<file path="src/rtl/fetch_unit.sv">
// Instruction-fetch front end: owns the fetch PC, issues one imem read at a time,
// and queues {pc, instruction} pairs for decode. Redirects flush queued and in-flight fetches.
module fetch_unit #(
  parameter logic [31:0] RESET_PC   = 32'h0000_0000,
  parameter int          FIFO_DEPTH = 2
) (
  input  logic        clk,
  input  logic        reset,
  output logic        imem_req_valid,
  input  logic        imem_req_ready,
  output logic [31:0] imem_req_addr,
  input  logic        imem_resp_valid,
  input  logic [31:0] imem_resp_data,
  input  logic        redirect_valid,
  input  logic [31:0] redirect_pc,
  output logic        inst_valid,
  output logic [31:0] inst_data,
  output logic [31:0] inst_pc,
  input  logic        inst_ready
);

  localparam int PW = (FIFO_DEPTH > 1) ? $clog2(FIFO_DEPTH) : 1;
  localparam int CW = PW + 1;

  typedef enum logic [1:0] {REQ = 2'd0, WAIT = 2'd1, DROP = 2'd2} state_t;

  state_t        state;
  logic [31:0]   fetch_pc;
  logic [31:0]   req_pc;
  logic [CW-1:0] count;
  logic [PW-1:0] rd_ptr;
  logic [PW-1:0] wr_ptr;
  logic [PW-1:0] rd_next;
  logic [63:0]   head;
  logic [63:0]   mem [FIFO_DEPTH];
  logic [31:0]   redirect_aligned;
  logic          fifo_space;
  logic          req_fire;
  logic          push;
  logic          pop;
  logic          unused_bits;

  assign redirect_aligned = {redirect_pc[31:2], 2'b00};
  assign unused_bits      = ^redirect_pc[1:0];
  assign fifo_space       = (count < CW'(FIFO_DEPTH));
  // Valid is also gated by reset so nothing is requested while reset is held.
  assign imem_req_valid   = !reset && (state == REQ) && fifo_space && !redirect_valid;
  assign imem_req_addr    = {fetch_pc[31:2], 2'b00};
  assign req_fire         = imem_req_valid && imem_req_ready;
  assign push             = (state == WAIT) && imem_resp_valid && !redirect_valid;
  assign inst_valid       = (count != CW'(0));
  assign pop              = inst_valid && inst_ready;
  assign rd_next          = rd_ptr + PW'(1);
  assign inst_pc          = head[63:32];
  assign inst_data        = head[31:0];

  always_ff @(posedge clk or posedge reset) begin
    if (reset) begin
      state    <= REQ;
      fetch_pc <= RESET_PC;
      req_pc   <= 32'h0000_0000;
    end else begin
      case (state)
        REQ: begin
          if (redirect_valid) begin
            fetch_pc <= redirect_aligned;
          end else if (req_fire) begin
            req_pc   <= fetch_pc;
            fetch_pc <= fetch_pc + 32'd4;
            state    <= WAIT;
          end
        end
        WAIT: begin
          if (redirect_valid) begin
            fetch_pc <= redirect_aligned;
            state    <= imem_resp_valid ? REQ : DROP;
          end else if (imem_resp_valid) begin
            state <= REQ;
          end
        end
        DROP: begin
          if (redirect_valid) fetch_pc <= redirect_aligned;
          if (imem_resp_valid) state <= REQ;
        end
        default: state <= REQ;
      endcase
    end
  end

  // Buffer storage carries no reset; only pointers and count define what is live.
  always_ff @(posedge clk) begin
    if (push) mem[wr_ptr] <= {req_pc, imem_resp_data};
  end

  always_ff @(posedge clk or posedge reset) begin
    if (reset) begin
      count  <= CW'(0);
      rd_ptr <= PW'(0);
      wr_ptr <= PW'(0);
      head   <= 64'h0;
    end else if (redirect_valid) begin
      count  <= CW'(0);
      rd_ptr <= PW'(0);
      wr_ptr <= PW'(0);
      head   <= 64'h0;
    end else begin
      if (push) wr_ptr <= wr_ptr + PW'(1);
      if (pop)  rd_ptr <= rd_next;
      case ({push, pop})
        2'b10:   count <= count + CW'(1);
        2'b01:   count <= count - CW'(1);
        default: count <= count;
      endcase
      // Head mirrors the next oldest entry; a push lands in head if the queue is (becoming) empty.
      if (push && ((count == CW'(0)) || ((count == CW'(1)) && pop)))
        head <= {req_pc, imem_resp_data};
      else if (pop)
        head <= (count > CW'(1)) ? mem[rd_next] : 64'h0;
    end
  end

endmodule

</file>
<file path="config.mk">
export PLATFORM = sky130hd
export DESIGN_NAME = fetch_unit
export DESIGN_NICKNAME = d
export VERILOG_FILES = /design/src/rtl/fetch_unit.sv
export SDC_FILE = /design/constraint.sdc
export NUM_CORES = 1
export LEC_CHECK = 0
export BUFFER_PORTS_ARGS = -buffer_cell sky130_fd_sc_hd__buf_4
export CORE_MARGIN = 4
export CORE_UTILIZATION = 45
export CTS_BUF_LIST = sky130_fd_sc_hd__clkbuf_4 sky130_fd_sc_hd__clkbuf_8 sky130_fd_sc_hd__clkbuf_16
export DETAILED_ROUTE_END_ITERATION = 8
export GPL_TIMING_DRIVEN = 0
export PLACE_DENSITY_LB_ADDON = 0.08
export SLEW_MARGIN = 15
export SYNTH_ARGS = -nofsm -noshare
export SYNTH_HDL_FRONTEND = slang
export SYNTH_SLANG_ARGS = --single-unit
</file>
<file path="constraint.sdc">
create_clock -name clk -period 6.8 [get_ports clk]
set_input_delay 0.34 -clock clk [delete_from_list [all_inputs] [get_ports clk]]
set_output_delay 0.34 -clock clk [all_outputs]
set_load 0.01 [all_outputs]
</file>
==> qor.json <==
{
  "ir_worst_vdd": {"value": 184, "unit": "uV"},
  "ys_seq_elements": {"value": 253},
  "chipHeight": {"value": 163, "unit": "um"},
  "synth-seq-area-share": {"value": 64.1, "unit": "%"},
  "timing.rr.start": {"value": "count[1]"},
  "path_class": {"value": "reg2reg"},
  "pwr-share-seq": {"value": 44.2, "unit": "%"},
  "clock_tree_from_tritoncts": {"value": "done"},
  "port_buffers": {"value": 163},
  "drt_wl_total": {"value": 28.2, "unit": "mm"},
  "worstReg2RegEnd": {"value": "head[52]"},
  "die_x": {"value": 163, "unit": "um"},
  "cts-root-to-sink-buffers": {"value": 3},
  "placementRows": {"value": 56},
  "critical_path_required": {"value": 7.22, "unit": "ns"},
  "synthesis_warnings": {"value": 0},
  "die_area": {"value": 26700, "unit": "um2"},
  "total_placed_instance_area": {"value": 12700, "unit": "um2"},
  "fin_ws": {"value": 4.08, "unit": "ns"},
  "regArea": {"value": 6950, "unit": "um2"},
  "final.fill_count": {"value": 1982},
  "slew_headroom": {"value": 45.0, "unit": "%"},
  "gpl.final_weighted_congestion": {"value": 0.836},
  "fraction_of_layout_cells_with_a_size_suffix_above_1": {"value": 31.1, "unit": "%"},
  "boundaryPins": {"value": 168},
  "syn-cell-area": {"value": 10800, "unit": "um2"},
  "multi_input_comb_area": {"value": 3610, "unit": "um2"},
  "cts-buffers-inserted": {"value": 27},
  "synth_cell_type_count": {"value": 57},
  "worst_hold_path.num_cells": {"value": 1},
  "worstSetupEndpoint": {"value": "head[52]"},
  "synth-async-reset-ratio": {"value": 51.0, "unit": "%"},
  "clock_tree.htree_level_count": {"value": 1},
  "groute.usage.overall": {"value": 20.9, "unit": "%"},
  "min_from": {"value": "imem_resp_data[19]"},
  "drc_errors": {"value": 0},
  "cts.repair.resized": {"value": 0},
  "post_cts_buffers": {"value": 0},
  "path_max_fanout": {"value": 10},
  "final.setup.tns": {"value": 0, "unit": "ns"},
  "antenna_found_initial": {"value": 0},
  "numPlacedInstances": {"value": 1323},
  "route.detailed.vias_per_inst": {"value": 5.62},
  "achievable-frequency": {"value": 368, "unit": "MHz"},
  "drv_slew": {"value": 0},
  "netlist_instances": {"value": 833},
  "rr_worst_depth": {"value": 8},
  "end_kind": {"value": "register"},
  "power_density": {"value": 370, "unit": "nW/um2"},
  "setup_viol": {"value": 0},
  "switching_share": {"value": 32.6, "unit": "%"},
  "fin_skew": {"value": 0.0125, "unit": "ns"},
  "place.detailed.hpwl": {"value": 19.0, "unit": "mm"},
  "combPwrFrac": {"value": 27.9, "unit": "%"},
  "via_count": {"value": 7903},
  "clock_latency": {"value": 0.53, "unit": "ns"},
  "initial_core_util": {"value": 45.9, "unit": "%"},
  "dr.pass1.iters": {"value": 5},
  "number_of_drc_markers_after_the_initial_detailed_route_iteration": {"value": 527},
  "detail-route-antenna-nets": {"value": 0},
  "clk_pin_slew": {"value": 0.06, "unit": "ns"},
  "static-leakage-power": {"value": 5.46, "unit": "nW"},
  "finalHoldViolations": {"value": 0},
  "timing.final.crit_share": {"value": 40.0, "unit": "%"},
  "power_frac_clock": {"value": 28.0, "unit": "%"},
  "grt_pass1_vias": {"value": 7871},
  "grt_setup_unrepaired": {"value": "no"},
  "core_area": {"value": 23600, "unit": "um2"},
  "internal_power": {"value": 3.46, "unit": "mW"},
  "grt_max_degree": {"value": 71},
  "gr-total-overflow": {"value": 0},
  "p_switching": {"value": 1.67, "unit": "mW"},
  "design.final.nets": {"value": 1142},
  "timing.critical_path.from": {"value": "count[1]"},
  "wl_per_cell": {"value": 20.1, "unit": "um"},
  "synth_flop_cell": {"value": "dfrtp_1"},
  "wire_length_of_the_first_global_routing_pass": {"value": 44.3, "unit": "mm"},
  "status": {"value": "completed"},
  "maxCapViolations": {"value": 0},
  "design_area": {"value": 13900, "unit": "um2"},
  "cts_root_buffer": {"value": "clkbuf_16"},
  "hp_class": {"value": "in2reg"},
  "place_worst_setup_slack": {"value": 4.10, "unit": "ns"},
  "antennaDiodeCount": {"value": 0},
  "worst_pin_slew": {"value": 0.820, "unit": "ns"},
  "reg2reg_setup_slack": {"value": 4.08, "unit": "ns"},
  "synth_edf_count": {"value": 124},
  "syn_to_final_growth": {"value": 27.9, "unit": "%"},
  "worstPathArrival": {"value": 3.14, "unit": "ns"},
  "count_of_clock_tree_sinks": {"value": 253},
  "synth_area_per_cell": {"value": 13.0, "unit": "um2"},
  "instances_no_fill": {"value": 1405},
  "post-route-min-period": {"value": 2.72, "unit": "ns"},
  "setup.worst_path.start_class": {"value": "register"}
}
how the worst min path moves through the flow:
stage                        end  slack, ns
global route          mem[1][22]      0.005
CTS                 fetch_pc[26]     0.0002
floorplan              mem[0][0]       0.44
detailed placement  fetch_pc[16]       0.43
finish                mem[0][19]       0.02
global placement      mem[1][53]       0.48
placed cells by master, fill, tap and decap left out, drive strengths merged, types with 2 or more instances in the layout:
master,synthesis,layout
buf,18,188
dfrtp,129,129
edfxtp,124,124
mux2,91,91
nor2,89,89
clkbuf,45,84
a211oi,64,64
a22oi,63,63
a21oi,36,36
nand2,36,36
dlygate4sd3,0,32
nand3,15,15
o21ai,13,13
o22ai,13,13
inv,11,12
nand4,11,11
clkinv,0,8
ha,7,7
a31oi,6,6
or2,5,5
nor3,5,5
nor4,5,5
and4,5,5
a2bb2oi,4,4
nor4b,4,4
a21o,3,3
a211o,3,3
o31ai,3,3
o32ai,2,2
xor2,2,2
xnor2,2,2
conb,1,2
a31o,2,2
and3,2,2
power by group through the flow:
stage	sequential (mW)	clock (mW)	combinational, mW
after floorplan	2.25	0	0.828
after global placement	2.29	0	1.38
after detailed placement	2.30	0	1.42
after CTS	2.27	1.47	1.44
after global routing	2.32	1.53	1.57
final	2.27	1.44	1.43
worst max-delay path, cell delays in order, from the launching register on:
cell	delay, ns
dfrtp_1	0.44
inv_1	0.13
ha_1	0.21
inv_1	0.07
nand2_1	0.16
nor3_2	0.59
clkbuf_1	0.51
a22oi_1	0.18
a211oi_1	0.31
metal layers:
layer / share of wire, % / GRT usage [%] / wire length (um) / vias up
li1: - / - / - / 3650
met1: 46 / 31.3 / 12900 / 3937
met2: 46 / 32.4 / 12900 / 284
met3: 6.9 / 3.61 / 1940 / 32
met4: 1.5 / 4.61 / 428 / 0
met5: 0 / 0 / 0 / -
synthesized netlist by cell type (all sizes together) (3+ instances only):
library cell / count / share of area (%)
nor3: 5 / 0.28
nand4: 11 / 0.77
buf: 18 / 0.78
nor4b: 4 / 0.44
o22ai: 13 / 0.75
or2: 5 / 0.29
o21ai: 13 / 0.60
edfxtp: 124 / 34
o31ai: 3 / 0.25
inv: 11 / 0.38
nor2: 89 / 3.1
and4: 5 / 0.43
a31oi: 6 / 0.35
ha: 7 / 0.81
a21o: 3 / 0.21
a211oi: 64 / 4.4
a22oi: 63 / 4.4
nand2: 36 / 1.2
clkbuf: 45 / 1.6
mux2: 91 / 9.4
a211o: 3 / 0.24
a2bb2oi: 4 / 0.32
dfrtp: 129 / 30
nor4: 5 / 0.43
nand3: 15 / 0.92
a21oi: 36 / 1.7
registers in the layout, summed over array words and instances, names as in the netlist:
signal	count
count	2
fetch_pc	30
head	63
mem	124
rd_ptr	1
req_pc	30
state	2
wr_ptr	1
cell type report:
class                   count  area share, %
plain buffers              64           1.91
clock buffers              39           5.74
clock inverters            11          0.604
inverters                  11          0.352
multi-input cells         506           26.0
flip-flops and latches    253           50.1
well taps                 319           2.88
repair buffers            202           12.4
what timing repair did:
item	CTS	global route
hold buffers	32	0
setup endpoints to repair	0	0
endpoints found under the hold margin	120	0
kinds of logic after synthesis:
| logic type | count (synthesis) | share of synthesized area (%) |
|---|---|---|
| DFF | 253 | 64.1 |
| AOI/OAI and AO/OA | 221 | 14.2 |
| and+or+nand+nor | 180 | 8.18 |
| muxes | 92 | 9.54 |
| buffers and inverters | 75 | 2.83 |
| adders and majority gates | 7 | 0.807 |
| xor gates and xnor gates | 4 | 0.323 |
| other | 1 | 0.0346 |
metrics by stage:
step                      hold WS [ns]  util, %  total power, mW
after floorplan                  0.439        -             3.08
after global placement           0.476     52.8             3.68
after detailed placement         0.426     53.7             3.71
after CTS                     0.000157     58.8             5.17
after global routing           0.00546     58.8             5.42
final                           0.0243     58.8             5.14
(Power assumes the default switching activity.)
